`src/rtl/daq_seq_pkg.sv`:
```
// Shared types and word layouts for the AMC13 event sequencer.
// Header/trailer field offsets live here so builder and checker agree.
package daq_seq_pkg;

    typedef enum logic [1:0] {
        IDLE,
        HEADER,
        CHAN,
        TRAILER
    } state_t;

    localparam logic [7:0] HDR_TYPE = 8'h08;

    localparam int HDR_TYPE_LSB = 56;
    localparam int HDR_EVT_LSB  = 32;

    localparam int TRL_EVT_LSB  = 28;
    localparam int TRL_ERR_LSB  = 20;
    localparam int TRL_WC_LSB   = 0;

    function automatic logic [63:0] make_header(
        input logic [23:0] evt
    );
        logic [63:0] w;
        w = '0;
        w[HDR_TYPE_LSB +: 8] = HDR_TYPE;
        w[HDR_EVT_LSB +: 24] = evt;
        return w;
    endfunction

    function automatic logic [63:0] make_trailer(
        input logic [7:0]  evt,
        input logic [4:0]  err,
        input logic [19:0] wc
    );
        logic [63:0] w;
        w = '0;
        w[TRL_EVT_LSB +: 8] = evt;
        w[TRL_ERR_LSB +: 5] = err;
        w[TRL_WC_LSB +: 20] = wc;
        return w;
    endfunction

endpackage

```
`src/rtl/daq_trig_queue.sv`:
```
// Pending-trigger counter: saturating up/down with a sticky
// overflow flag for triggers dropped at saturation.
module daq_trig_queue #(
    parameter int W = 8
) (
    input  logic         clk,
    input  logic         rst_n,
    input  logic         inc,
    input  logic         dec,
    output logic [W-1:0] count,
    output logic         overflow
);

    localparam logic [W-1:0] MAX = '1;

    // Count triggers in, events out; simultaneous inc/dec cancel
    always_ff @(posedge clk) begin
        if (!rst_n) begin
            count    <= '0;
            overflow <= 1'b0;
        end else if (inc && !dec) begin
            if (count == MAX) overflow <= 1'b1;
            else              count    <= count + 1'b1;
        end else if (dec && !inc) begin
            count <= count - 1'b1;
        end
    end

endmodule

```
`src/rtl/daq_event_sequencer.sv`:
```
// Builds one AMC13 event per queued trigger: header, enabled
// channel blocks in ascending order, trailer, onto DAQ_Link_7S.
module daq_event_sequencer
    import daq_seq_pkg::*;
#(
    parameter int NUM_CHAN = 5,
    parameter int TRIG_Q_W = 8,
    parameter int TIMEOUT  = 4096
) (
    input  logic                    clk125,
    input  logic                    rst_n,
    input  logic                    trigger,
    input  logic [NUM_CHAN-1:0]     chan_en,
    input  logic [NUM_CHAN-1:0]     chan_valid,
    input  logic [64*NUM_CHAN-1:0]  chan_data,
    input  logic [NUM_CHAN-1:0]     chan_last,
    output logic [NUM_CHAN-1:0]     chan_ready,
    input  logic                    daq_ready,
    input  logic                    daq_almost_full,
    output logic                    daq_valid,
    output logic                    daq_header,
    output logic                    daq_trailer,
    output logic [63:0]             daq_data,
    output logic [23:0]             evt_num,
    output logic                    trig_overflow,
    output logic                    busy
);

    localparam int CH_W  = (NUM_CHAN > 1) ? $clog2(NUM_CHAN) : 1;
    localparam int TMO_W = $clog2(TIMEOUT + 1);
    localparam logic [TMO_W-1:0] TMO_LAST = TMO_W'(TIMEOUT - 1);

    state_t state, state_next;

    logic [NUM_CHAN-1:0] mask;
    logic [NUM_CHAN-1:0] err;
    logic [CH_W-1:0]     ch;
    logic [CH_W-1:0]     first_ch;
    logic [CH_W-1:0]     next_ch;
    logic                first_found;
    logic                next_found;
    logic [19:0]         word_cnt;
    logic [TMO_W-1:0]    tmo_cnt;
    logic [TRIG_Q_W-1:0] q_count;

    logic        stall;
    logic        sel_valid;
    logic        sel_last;
    logic [63:0] sel_data;
    logic        hdr_beat;
    logic        chan_beat;
    logic        trl_beat;
    logic        tmo_hit;
    logic        chan_done;
    logic        leave_idle;

    assign stall     = daq_almost_full | ~daq_ready;
    assign sel_valid = chan_valid[ch];
    assign sel_last  = chan_last[ch];
    assign sel_data  = chan_data[64*ch +: 64];

    assign tmo_hit   = (state == CHAN) && !sel_valid && !stall
                     && (tmo_cnt == TMO_LAST);
    assign chan_done = (chan_beat && sel_last) || tmo_hit;

    daq_trig_queue #(
        .W (TRIG_Q_W)
    ) u_queue (
        .clk      (clk125),
        .rst_n    (rst_n),
        .inc      (trigger),
        .dec      (leave_idle),
        .count    (q_count),
        .overflow (trig_overflow)
    );

    // Lowest enabled channel, and next mask bit above the current one
    always_comb begin
        first_found = 1'b0;
        first_ch    = '0;
        next_found  = 1'b0;
        next_ch     = '0;
        for (int i = NUM_CHAN - 1; i >= 0; i--) begin
            if (chan_en[i]) begin
                first_found = 1'b1;
                first_ch    = CH_W'(i);
            end
            if (mask[i] && (i > int'(ch))) begin
                next_found = 1'b1;
                next_ch    = CH_W'(i);
            end
        end
    end

    // State register
    always_ff @(posedge clk125) begin
        if (!rst_n) state <= IDLE;
        else        state <= state_next;
    end

    // Next-state logic; every beat-issuing state holds under stall
    always_comb begin
        state_next = state;
        unique case (state)
            IDLE: begin
                if (q_count != '0 && !stall) state_next = HEADER;
            end
            HEADER: begin
                if (!stall) state_next = first_found ? CHAN : TRAILER;
            end
            CHAN: begin
                if (chan_done && !next_found) state_next = TRAILER;
            end
            TRAILER: begin
                if (!stall) state_next = IDLE;
            end
        endcase
    end

    // Per-state strobes and the channel accept
    always_comb begin
        busy       = (state != IDLE);
        leave_idle = (state == IDLE) && (state_next == HEADER);
        hdr_beat   = (state == HEADER) && !stall;
        chan_beat  = (state == CHAN) && sel_valid && !stall;
        trl_beat   = (state == TRAILER) && !stall;
        chan_ready = '0;
        if (state == CHAN && !stall) chan_ready[ch] = 1'b1;
    end

    // Registered event port and per-event bookkeeping
    always_ff @(posedge clk125) begin
        if (!rst_n) begin
            daq_valid   <= 1'b0;
            daq_header  <= 1'b0;
            daq_trailer <= 1'b0;
            daq_data    <= '0;
            evt_num     <= '0;
            mask        <= '0;
            err         <= '0;
            ch          <= '0;
            word_cnt    <= '0;
            tmo_cnt     <= '0;
        end else begin
            daq_valid   <= hdr_beat | chan_beat | trl_beat;
            daq_header  <= hdr_beat;
            daq_trailer <= trl_beat;
            if (hdr_beat) begin
                daq_data <= make_header(evt_num + 24'd1);
                mask     <= chan_en;
                err      <= '0;
                ch       <= first_ch;
                word_cnt <= 20'd1;
                tmo_cnt  <= '0;
            end
            if (chan_beat) begin
                daq_data <= sel_data;
                word_cnt <= word_cnt + 20'd1;
            end
            if (state == CHAN) begin
                if (chan_done) begin
                    if (tmo_hit) err[ch] <= 1'b1;
                    if (next_found) ch <= next_ch;
                    tmo_cnt <= '0;
                end else if (chan_beat) begin
                    tmo_cnt <= '0;
                end else if (!stall) begin
                    tmo_cnt <= tmo_cnt + 1'b1;
                end
            end
            if (trl_beat) begin
                daq_data <= make_trailer(evt_num[7:0] + 8'd1,
                                         5'(err),
                                         word_cnt + 20'd1);
                evt_num  <= evt_num + 24'd1;
            end
        end
    end

endmodule

```
`config.mk`:
```
export PLATFORM = sky130hd
export DESIGN_NAME = daq_event_sequencer
export DESIGN_NICKNAME = d
export VERILOG_FILES = /design/src/rtl/daq_seq_pkg.sv /design/src/rtl/daq_trig_queue.sv /design/src/rtl/daq_event_sequencer.sv
export SDC_FILE = /design/constraint.sdc
export NUM_CORES = 1
export LEC_CHECK = 0
export CAP_MARGIN = 10
export CORE_AREA = 2 2 171 173
export CTS_CLUSTER_DIAMETER = 120
export CTS_CLUSTER_SIZE = 10
export DETAILED_ROUTE_END_ITERATION = 6
export DIE_AREA = 0 0 173 175
export PLACE_DENSITY = 0.68
export SYNTH_ARGS = -nofsm -noshare
export SYNTH_HDL_FRONTEND = slang
export SYNTH_SLANG_ARGS = --single-unit
```
`constraint.sdc`:
```
create_clock -name clk125 -period 4.7 [get_ports clk125]
set_input_delay 0.94 -clock clk125 [delete_from_list [all_inputs] [get_ports clk125]]
set_output_delay 0.94 -clock clk125 [all_outputs]
set_load 0.01 [all_outputs]
```
==> out/qor.yml, run 1 <==
setup_path:
  critPathCapture: "chan_ready[3]"
  worstPathMaxFanout: 9
  path_depth: 6
  r2r-end: "daq_data[32]"
  crit_path_frequent_cell: "clkdlybuf4s50_1"
  r2r_setup_slack_ns: 1.49
  crit_type: "in -> out"
  critPathSlowestCell: "clkdlybuf4s50_1"
  arrival_ns: 3.06
  crit_path_end_kind: "primary output"
  worstReg2RegStart: "ch[1]"
  max_stage_delay_ns: 0.56
  critPathLaunch: "daq_almost_full"
  r2r_cells: 6
  crit_family: "simple AND/OR/NAND/NOR gates"
  crit_buf_inv: 2
  startpoint_type: "input pin"
  worstPathRequired_ns: 3.76
  worstPathCellList: "clkdlybuf4s50_1 -> nand2b_1 -> nor2_4 -> nand2_1 -> nor2_1 -> clkdlybuf4s50_1"
global_route:
  grt_use_met2_pct: 48.88
  grt_pass1_vias: 10770
  gr-usage-met3_pct: 6.245
  antenna_found_initial: 1
  grt_use_total_pct: 27.36
  grt-ovfl-total: 0
  top_usage_layer: "met2"
  grt.met1_usage_pct: 31.93
  grt_first_pass_wirelength_mm: 63.78
  grt_max_degree: 77
detailed_routing:
  drt_wl_total_mm: 42.84
  vias: 10940
  ant_nets: 0
  drc: 1
  via_per_inst: 5.600
  drtPass1Iterations: 7
  drtIter0Drc: 740
  routedWlPerCell_um: 21.94
finish:
  layout-drive-gt1-share_pct: 8.094
  final.fill_count: 2640
  finalNonFillerCells: 1953
  areaGrowthSynthToFinish_pct: 53.14
  diodes: 0
  utilization_pct: 52.93
  nets: 1906
synth:
  ys_warn_count: 0
  ys_types: 80
  seq_area_frac_synth_pct: 29.99
  ys_ff_latch: 147
  synth_edf_count: 0
  netlist_instances: 1177
  avgSynthCellArea_um2: 8.337
  synthArstFlopShare_pct: 0
  mappedNetlistArea_um2: 9813
  synth_fp_nets: 1527
  synthFlopType: "dfxtp_1"
place:
  dp_cells: 1921
  gp_congestion: 0.9091
  io_buffers: 437
  dp_hpwl_mm: 32.99
floorplanning:
  core_um2: 28390
  rows: 62
  start_util_pct: 34.56
  die_x_um: 173
  die_height_um: 175
  design.die.area_um2: 30280
  num_io_pins: 438
cts:
  cts_resized: 0
  cts.sinks: 147
  cts_tree: "done"
  htreeDepth: 4
  postCtsHoldBufs: 0
  post_cts_buffers: 0
  insertion_delay_ns: 0.43
  max-clock-path-buffers: 2
  cts_root_buf: "clkbuf_16"
  cts_made_buffers: 17
  clkTransAtPathRegs_ns: 0.07
outcome:
  violations: "DRC"
  outcome: "complete, but fails checks"
run:
  maxCapViolCount: 0
pwr:
  vdd_drop_max_mv: 0.2064
  p_leak_nw: 5.169
  power_density_nw_per_um2: 235.4
timing:
  setup_viol: 0
  maxSlewHeadroom_pct: 20.24
  fin_crit_ns: 3.996
  worst_pin_slew_ns: 1.194
  fin_crit_sh_pct: 85.02
  rsz0062_at_grt: "false"
  setup_tns_ns: 0
  finalClockSkew_ns: 0.01042
  max_freq_mhz: 250.3
  hold_viol: 0
  finalMaxSlewViolations: 0
worst_hold_path:
  hold_path_class: "reg -> reg"
  hp-start: "daq_data[43]"
state kept, by name (all words and copies together), names as in the netlist:
name	flops
tmo_cnt	13
daq_trailer	1
u_queue.overflow	1
ch	3
mask	4
daq_header	1
err	5
u_queue.count	8
word_cnt	20
state	2
evt_num	24
daq_data	64
daq_valid	1
cells in the final DEF, fill, tap and decap left out, types with 14 or more instances in the layout:
cell type        count
a22o_1              22
xor2_1              25
a22oi_1             25
buf_4               19
inv_1               19
and3_1              14
a21oi_1            117
nor2_1             102
nand2b_1            14
nand2_1            122
clkbuf_16           17
dfxtp_1            145
clkdlybuf4s50_1    437
xnor2_1             40
nor3_1              34
a31oi_1             21
o22ai_1             20
mux2i_1             41
mux4_2              37
nand3_1             40
o21ai_0             40
nand4_1             17
where the power goes:
part / internal [mW] / leakage (nW) / switching (mW) / total, mW
Combinational: 0.459 / 3.68 / 0.321 / 0.780
Sequential: 1.28 / 1.19 / 0.0467 / 1.33
Clock: 0.856 / 0.302 / 0.577 / 1.43
worst reg2reg max path, cell delays in order, from the launching register on:
cell and delay, ns:
dfxtp_4 0.75, inv_1 0.41, a21oi_2 0.85, nor2_4 0.29, buf_12 0.29, or3_1 0.33
a41oi_1 0.20
final cells by class:
type | instances | area, um2 | area share (%)
tap | 384 | 480.5 | 3.197
clock buffer | 18 | 439.2 | 2.922
multi-input combinational | 911 | 6347 | 42.24
timing repair buffer | 458 | 4557 | 30.32
inverter | 21 | 78.83 | 0.5245
sequential | 147 | 2950 | 19.63
clock inverter | 14 | 175.2 | 1.166
how the worst min path moves through the flow:
stage,to,cells past startpoint
after detailed placement,daq_data[43],2
after CTS,daq_data[43],2
after global routing,daq_data[42],2
after global placement,daq_data[47],2
after floorplan,err[4],2
final,daq_data[43],2
layer usage:
metal  routed length [um]  share of wire [%]
met5                   13              0.030
met4                 1313                3.1
met3                 3084                7.2
met2                21350                 50
met1                17080                 40
synth_stat cells (all sizes together), types with 5 or more instances:
cell type  number  share of area, %
dfxtp         147                30
nand2         123               4.7
a21oi         118               6.1
nor2          105               4.2
buf            51               2.8
clkbuf         47               1.8
o21ai          43               2.3
mux2i          42               4.4
nand3          42               2.2
xnor2          40               3.6
mux4           37               8.5
nor3           36               2.0
a22oi          25               1.9
xor2           25               2.2
a22o           22               2.0
a31oi          21               1.3
inv            20              0.76
o22ai          20               1.3
nand4          18               1.2
and3           14              0.89
nand2b         14              0.89
nor4           12              0.96
a211oi         11               1.1
a32oi          11              0.98
o21a           11              0.84
mux2           10               1.1
ha              9               1.1
and2            8              0.51
nand3b          8              0.61
o211ai          8              0.61
or3             7              0.45
and4            6              0.54
o22a            6              0.54
a32o            5              0.51
nor2b           5              0.32
metrics by stage:
step | worst slack, ns | area [um2] | hold WS, ns | power [mW]
after CTS | 0.7175 | 15030 | 0.4427 | 3.566
after floorplan | 1.379 | 9813 | 0.4321 | 1.711
after global routing | 0.6390 | 15030 | 0.4657 | 3.693
final | 0.7042 | 15030 | 0.4434 | 3.538
after global placement | 0.6984 | 14410 | 0.4270 | 2.118
after detailed placement | 0.6256 | 14410 | 0.4344 | 2.129
cell families after synthesis:
family / synth area share, %
compound gates: 23.28
xor+xnor: 5.801
fa+ha+maj: 1.352
buf+inv: 5.419
flops: 29.99
mux: 14.05
simple gates: 20.11
Power figures use the tool's default switching activity.
==> run 2: changes to the inputs <==
--- a/config.mk
+++ b/config.mk
@@ -11,6 +11,7 @@
 export CTS_CLUSTER_SIZE = 10
 export DETAILED_ROUTE_END_ITERATION = 6
 export DIE_AREA = 0 0 173 175
+export MAX_ROUTING_LAYER = met4
 export PLACE_DENSITY = 0.68
 export SYNTH_ARGS = -nofsm -noshare
 export SYNTH_HDL_FRONTEND = slang
==> run 2 against run 1 <==
  * The run now ends clean
  * Sequential power about the same
  * Critical path type unchanged
  * Via count decreased by 0.66%
  * Clock power hardly changed
  * Non-clock buffer count rose by 2
==> out/qor.yml, run 2 (synthesis gave the netlist of run 1 again) <==
outcome:
  outcome: "finished, final reports clean"
global_route:
  grt_use_total_pct: 28.42
  antenna_found_initial: 1
  grt_pass1_vias: 10710
  grt-ovfl-total: 0
  grt_max_degree: 60
  grt_first_pass_wirelength_mm: 64.64
detailed_routing:
  vias: 10870
  drtPass1Iterations: 5
  drtIter0Drc: 824
  drc: 0
  drt_wl_total_mm: 42.98
  via_per_inst: 5.555
  ant_nets: 0
  routedWlPerCell_um: 21.97
finish:
  top_register: "daq_data"
  final.fill_count: 2719
  top_regs: "daq_data x64, evt_num x24, word_cnt x20"
  regArea_um2: 2950
  layout_common_cells: "437 x clkdlybuf4s50_1, 145 x dfxtp_1, 122 x nand2_1"
  largest_register_ffs: 64
  areaGrowthSynthToFinish_pct: 53.17
  layout-drive-gt1-share_pct: 8.211
  nets: 1908
  mostFrequentLayoutCell: "clkdlybuf4s50_1"
  utilization_pct: 52.94
  multi_input_area_um2: 6347
place:
  gp_congestion: 0.9182
  dp_hpwl_mm: 33.22
  io_buffers: 437
cts:
  max-clock-path-buffers: 2
  postCtsHoldBufs: 0
  cts_resized: 0
  cts_tree: "done"
  post_cts_buffers: 0
  clkTransAtPathRegs_ns: 0.07
  htreeDepth: 4
  cts_made_buffers: 17
  cts.sinks: 147
  insertion_delay_ns: 0.44
  cts_root_buf: "clkbuf_16"
setup_path:
  critPathLaunch: "daq_almost_full"
  crit_type: "in -> out"
  crit_family: "simple AND/OR/NAND/NOR gates"
  crit_buf_inv: 2
  critPathSlowestCell: "clkdlybuf4s50_1"
  crit_path_end_kind: "primary output"
  startpoint_type: "input pin"
  worstReg2RegStart: "ch[2]"
  max_stage_delay_ns: 0.56
  worstPathMaxFanout: 9
  worstPathRequired_ns: 3.76
  arrival_ns: 3.07
  worstPathCellList: "clkdlybuf4s50_1 -> nand2b_1 -> nor2_4 -> nand2_1 -> nor2_1 -> clkdlybuf4s50_1"
  crit_path_frequent_cell: "clkdlybuf4s50_1"
floorplanning:
  core_um2: 28390
  design.die.area_um2: 30280
  rows: 62
  die_x_um: 173
  start_util_pct: 34.56
  num_io_pins: 438
  die_height_um: 175
timing:
  finalClockSkew_ns: 0.01087
  worst_pin_slew_ns: 1.184
  finalMaxSlewViolations: 0
  setup_viol: 0
  fin_crit_ns: 4.007
  setup_tns_ns: 0
  max_freq_mhz: 249.6
  hold_viol: 0
  fin_crit_sh_pct: 85.25
  rsz0062_at_grt: "false"
  maxSlewHeadroom_pct: 20.99
run:
  maxCapViolCount: 0
worst_hold_path:
  hold_path_class: "reg -> reg"
  hp-start: "daq_data[42]"
pwr:
  p_leak_nw: 5.178
  vdd_drop_max_mv: 0.1994
  p_total_mw: 3.535
  power_density_nw_per_um2: 235.2
-- run 2: cell types whose count changed in the layout (fill, tap and decap cells not counted), moves of 2 or more --
cell      delta
clkinv_2     -2
inv_8        +5
buf_4        +3
clkinv_4     -2
inv_6        +3
-- run 2: worst paths after layout --
path | endpoint | slack [ns] | cells after the start
worst max-delay path | chan_ready[3] | 0.69 | 6
worst max register to register | daq_data[53] | 1.34 | 6
worst min register to register | daq_data[42] | 0.44 | 2
worst min-delay path | daq_data[42] | 0.44 | 2
-- run 2: metrics by stage --
stage / cell area (um2) / setup WS, ns / cells / hold WS (ns)
after global placement: 14420 / 0.6928 / 1923 / 0.4261
after global routing: 15030 / 0.5854 / 1956 / 0.4679
final: 15030 / 0.6930 / 1956 / 0.4415
after CTS: 15030 / 0.7085 / 1955 / 0.4422
after detailed placement: 14420 / 0.6510 / 1923 / 0.4326
after floorplan: 9813 / 1.379 / 1177 / 0.4321
-- run 2: layer usage --
layer  routed length, um  share of wire (%)  GRT usage, %  up-vias
li1                    -                  -             -     5133
met1               17360                 40         33.13     5175
met2               21180                 49         48.35      486
met3                2987                6.9         5.831       71
met4                1453                3.4         10.52        0
met5                   0                  0             -        -
-- run 2: where the power goes --
| part | total, mW | switching (mW) | internal [mW] |
|---|---|---|---|
| Combinational | 0.779 | 0.320 | 0.458 |
| Sequential | 1.33 | 0.0474 | 1.28 |
| Clock | 1.43 | 0.619 | 0.812 |
| Total | 3.54 | 0.987 | 2.55 |
-- run 2: layout make-up --
type / count / area share [%]
diodes: 1 / 0.01665
clock buffers: 17 / 2.830
inverters: 21 / 0.5244
well taps: 384 / 3.197
clock inverters: 15 / 1.240
flip-flops and latches: 147 / 19.63
multi-input cells: 911 / 42.23
repair buffers: 460 / 30.33
-- run 2: worst min-delay path, delay by kind of cell, from the launching register on --
family / cells / cell delay (ns)
simple gates: 2 / 0.09
flops: 1 / 0.31
==> run 3: changes to the inputs <==
--- a/config.mk
+++ b/config.mk
@@ -11,6 +11,7 @@
 export CTS_CLUSTER_SIZE = 10
 export DETAILED_ROUTE_END_ITERATION = 6
 export DIE_AREA = 0 0 173 175
+export GPL_ROUTABILITY_DRIVEN = 0
 export MAX_ROUTING_LAYER = met4
 export PLACE_DENSITY = 0.68
 export SYNTH_ARGS = -nofsm -noshare
==> run 3 against run 2 <==
  * Largest power group unchanged
  * Utilization stayed put
  * Setup slack better by 0.0057 ns
  * Clock-buffer cell count is 1 higher
  * Global-route usage is 0.29 points lower
  * First-iteration DRC count is 9.5% lower
  * Routed wire length hardly changed
==> out/qor.yml, run 3 (synthesis gave the netlist of run 1 again) <==
cts:
  cts_tree: "done"
  insertion_delay_ns: 0.43
  max-clock-path-buffers: 2
  cts_made_buffers: 17
  postCtsHoldBufs: 0
  cts_root_buf: "clkbuf_16"
  cts.sinks: 147
  cts_resized: 0
  clkTransAtPathRegs_ns: 0.07
  post_cts_buffers: 0
  htreeDepth: 4
global_route:
  grt-ovfl-total: 0
  grt_max_degree: 77
  antenna_found_initial: 1
  grt_first_pass_wirelength_mm: 63.65
  grt_pass1_vias: 10750
  grt_use_total_pct: 28.13
detailed_routing:
  routedWlPerCell_um: 21.98
  drc: 0
  vias: 10960
  drt_wl_total_mm: 42.94
  drtIter0Drc: 746
  drtPass1Iterations: 7
  via_per_inst: 5.611
  ant_nets: 0
setup_path:
  r2r_setup_slack_ns: 1.46
  worstPathCellList: "clkdlybuf4s50_1 -> nand2b_1 -> nor2_4 -> nand2_1 -> nor2_1 -> clkdlybuf4s50_1"
  crit_path_frequent_cell: "clkdlybuf4s50_1"
  r2r_cells: 6
  crit_path_end_kind: "primary output"
  crit_buf_inv: 2
  max_stage_delay_ns: 0.56
  r2r-end: "daq_data[32]"
  arrival_ns: 3.06
  crit_type: "in -> out"
  critPathSlowestCell: "clkdlybuf4s50_1"
  startpoint_type: "input pin"
  worstPathMaxFanout: 9
  worstReg2RegStart: "ch[1]"
  worstPathRequired_ns: 3.76
  crit_family: "simple AND/OR/NAND/NOR gates"
pwr:
  p_leak_nw: 5.169
  power_density_nw_per_um2: 235.6
  vdd_drop_max_mv: 0.2062
worst_hold_path:
  hold_path_class: "reg -> reg"
  hp-start: "daq_data[43]"
  hold_end: "daq_data[43]"
  hold_path_depth: 2
finish:
  layout-drive-gt1-share_pct: 8.094
  largest_register_ffs: 64
  utilization_pct: 52.94
  top_regs: "daq_data x64, evt_num x24, word_cnt x20"
  layout_common_cells: "437 x clkdlybuf4s50_1, 145 x dfxtp_1, 122 x nand2_1"
  nets: 1906
  mostFrequentLayoutCell: "clkdlybuf4s50_1"
  top_register: "daq_data"
  areaGrowthSynthToFinish_pct: 53.17
outcome:
  outcome: "finished, final reports clean"
timing:
  max_freq_mhz: 249.9
  worst_pin_slew_ns: 1.222
  finalMaxSlewViolations: 0
  rsz0062_at_grt: "false"
  fin_crit_sh_pct: 85.13
  hold_slack_ns: 0.4445
  finalClockSkew_ns: 0.01101
  fin_ws_ns: 0.6987
  maxSlewHeadroom_pct: 18.40
  setup_viol: 0
  fin_crit_ns: 4.001
  setup_tns_ns: 0
  hold_viol: 0
place:
  dp_hpwl_mm: 32.99
  io_buffers: 437
  place_ws_ns: 0.6256
floorplanning:
  design.die.area_um2: 30280
  num_io_pins: 438
  start_util_pct: 34.56
  die_x_um: 173
  rows: 62
  die_height_um: 175
  core_um2: 28390
run:
  maxCapViolCount: 0
run 3: changes by cell type in the layout (fill, tap and decap cells not counted):
cell | previous run | this run
inv_6 | 6 | 3
clkinv_4 | 2 | 4
bufinv_16 | 2 | 3
buf_4 | 22 | 19
buf_12 | 1 | 2
clkinvlp_4 | 0 | 1
clkbuf_8 | 0 | 1
inv_8 | 5 | 0
inv_4 | 0 | 1
clkinv_2 | 0 | 2
run 3: how the worst max path moves through the flow:
stage	start	endpoint	slack, ns	cells after the start
floorplan	daq_almost_full	u_queue.count[6]	1.38	11
global placement	daq_almost_full	u_queue.count[6]	0.70	11
detailed placement	daq_almost_full	u_queue.count[6]	0.63	11
CTS	daq_almost_full	chan_ready[3]	0.72	6
global route	daq_almost_full	chan_ready[3]	0.64	6
finish	daq_almost_full	chan_ready[3]	0.70	6
run 3: cell type report:
class,instances,area (um2)
clock buffers,18,439.2
repair buffers,458,4557
well taps,384,480.5
diodes,1,2.502
inverters,21,78.83
fillers,2638,13360
clock inverters,14,175.2
flip-flops and latches,147,2950
multi-input cells,911,6347
run 3: layer usage:
| metal | up-vias | share of wire, % | track usage, % |
|---|---|---|---|
| met5 | - | 0 | - |
| met4 | 0 | 3.0 | 9.781 |
| met3 | 76 | 7.3 | 6.136 |
| met2 | 528 | 50 | 48.78 |
| met1 | 5233 | 40 | 32.06 |
| li1 | 5127 | - | - |
run 3: through the flow:
step / instance area [um2] / total power, mW / std cells
final: 15030 / 3.541 / 1954
after global routing: 15030 / 3.691 / 1954
after CTS: 15030 / 3.566 / 1953
after detailed placement: 14410 / 2.129 / 1921
after global placement: 14410 / 2.118 / 1921
after floorplan: 9813 / 1.711 / 1177
run 3: worst reg2reg max path, cell delays in order, from the launching register on:
cell and delay, ns:
dfxtp_4 0.75, inv_1 0.42, a21oi_2 0.87, nor2_4 0.29, buf_12 0.30, or3_1 0.33
a41oi_1 0.20
run 3: power breakdown:
group          internal (mW)  switching (mW)  total [mW]
clock                  0.856           0.579        1.44
combinational          0.459           0.321       0.780
sequential              1.28          0.0472        1.33
==> RTL edit (config.mk and constraints of run 3) <==
Put a register stage on the output `trig_overflow`, with the module's reset. The value now appears one clock later. The other outputs are not delayed to match.
--- a/src/rtl/daq_event_sequencer.sv
+++ b/src/rtl/daq_event_sequencer.sv
@@ -29,6 +29,8 @@
     localparam int CH_W  = (NUM_CHAN > 1) ? $clog2(NUM_CHAN) : 1;
     localparam int TMO_W = $clog2(TIMEOUT + 1);
     localparam logic [TMO_W-1:0] TMO_LAST = TMO_W'(TIMEOUT - 1);
+
+    logic trig_overflow_d;
 
     state_t state, state_next;
 
@@ -71,7 +73,7 @@
         .inc      (trigger),
         .dec      (leave_idle),
         .count    (q_count),
-        .overflow (trig_overflow)
+        .overflow (trig_overflow_d)
     );
 
     // Lowest enabled channel, and next mask bit above the current one
@@ -177,5 +179,13 @@
         end
     end
 
+    always_ff @(posedge clk125) begin
+        if (!rst_n) begin
+            trig_overflow <= '0;
+        end else begin
+            trig_overflow <= trig_overflow_d;
+        end
+    end
+
 endmodule
 
Function: same outputs for any inputs over 4 cycles, from zero or initial values and one cycle with rst_n low; that may be too few to reach the edited logic, so the function may still have changed.
==> RTL edit against run 3 <==
Routed wire length grew 1.2%; sequential cell count grew 1; hold slack lost 0.012 ns; power shrank 2.0%; area after synthesis grew 0.98%; synthesized cell count grew 2.5%; maximum frequency grew 13%; worst setup slack gained 0.47 ns; final area is essentially flat; largest power group is now sequential cells.
==> RTL edit: results (changes against run 3) <==
outcome completed; Reg2Reg Launch Point state[1]; syn avg cell area 8.22 um^2 (-1.4%); dpl ws 0.765 ns (+0.139 ns); max incr delay on CP 0.56 ns (about the same); CTS Buf Count 17 (unchanged); Fin Clk Skew 0.00965 ns (-0.00136 ns); worst-case reg-to-reg path depth 10 (+4); antenna violations before repair 2 (+1); nets 1935 (+1.5%); pin count of the biggest net entering global routing 88 (+14%); post-synth cell types 78 (-2.5%); fin cells 1984 (+1.5%); Avg Vias per Cell 5.65 (+0.69%); CP arrival 3.82 ns (+0.76 ns); Buffers on Ports 437 (unchanged); Post-CTS Resized 0 (unchanged); predominant post-synthesis flop cell dfxtp_1; met3 GRT Util 7.35% (+1.2 points); clock-pin slew on the worst setup and hold paths 0.06 ns; placed cell area 14500 um^2 (+0.43%); delay-heaviest family, CP simple AND/OR/NAND/NOR gates; first-pass GRT wire length 64.7 mm (+1.6%); met1 usage 33.7% (+1.7 points); r2r setup slk 1.65 ns (+0.19 ns); DPL Wire Length 33.0 mm (about the same); vias in the first global route 10900 (+1.0%); Rel. slew slack 32.2% (+14 points); crit path max-delay cell type clkdlybuf4s50_1; leakage power 5.12 nW (-0.91%); CP max FO 11 (+2); Setup crit start daq_ready; DRT iter0 DRCs 921 (+23%); layout cells sized above 1 7.51% (-0.58 points); top cells by area, synth dfxtp_1 (30%), mux4_2 (6.8%), mux2i_1 (6.7%); top cells by instance count after synthesis dfxtp_1 (148), nor2_1 (127), a21oi_1 (118); post-synthesis sequential area ratio 29.9% (-0.090 points); CP Capture Type flip-flop; Max IR drop VDD 157 uV (-24%); worst hold-check path type reg2reg; worst r2r dst u_queue.count[6]; Final min period 3.53 ns (-0.474 ns); Syn Nets 1556 (+1.9%); met2 GRT Util 47.7% (-1.1 points); FFs w/ async S/R, synth 0% (unchanged); total track usage 28.6% (+0.42 points); Post-Route WL 43.4 mm (+1.2%); deepest level of the CTS H-tree 4 (unchanged); clk buf depth 2 (unchanged); 1st-pass router iterations 6 (-1); Clock Tree Root clkbuf_16
-- RTL edit: cell type report --
cell class | count | area [um^2]
Fill cell | 2678 | 13400
Multi-Input combinational cell | 946 | 6420
Timing Repair Buffer | 459 | 4550
Sequential cell | 148 | 2970
Tap cell | 384 | 480
Clock buffer | 17 | 425
Clock inverter | 15 | 120
Inverter | 13 | 48.8
Antenna cell | 2 | 5.00
-- RTL edit: per-layer routing --
layer  routed length [um]  part of all wire (%)
met1                17400                    40
met2                21200                    49
met4                 1180                   2.7
met3                 3650                   8.4
met5                    0                     0
-- RTL edit: kinds of logic after synthesis --
| kind of cell | synth area share [%] |
|---|---|
| AND/OR/NAND/NOR | 20.9 |
| AO/OA/AOI/OAI | 23.4 |
| flip-flops | 29.9 |
| buffers and inverters | 5.51 |
| multiplexers | 13.7 |
| XOR/XNOR | 5.21 |
| adder cells (fa/ha/maj) | 1.34 |
-- RTL edit: how the worst min path moves through the flow --
stage                      startpoint     endpoint  slack (ns)  cells after the start
after floorplan           tmo_cnt[12]  tmo_cnt[12]        0.41                      2
after global placement    tmo_cnt[12]  tmo_cnt[12]        0.42                      2
after detailed placement  tmo_cnt[12]  tmo_cnt[12]        0.42                      2
after CTS                 tmo_cnt[12]  tmo_cnt[12]        0.43                      2
after global routing      tmo_cnt[12]  tmo_cnt[12]        0.45                      2
final                     tmo_cnt[12]  tmo_cnt[12]        0.43                      2
-- RTL edit: worst min-delay path: stages, from the launching register on --
cell	delay, ns
dfxtp_1	0.31
nand2_1	0.05
a21oi_1	0.03
-- RTL edit: report_power, final --
part / switching, mW / internal, mW / leakage (nW)
logic: 0.353 / 0.483 / 3.67
clock network: 0.599 / 0.686 / 0.255
registers: 0.0542 / 1.29 / 1.20
total: 1.01 / 2.46 / 5.12
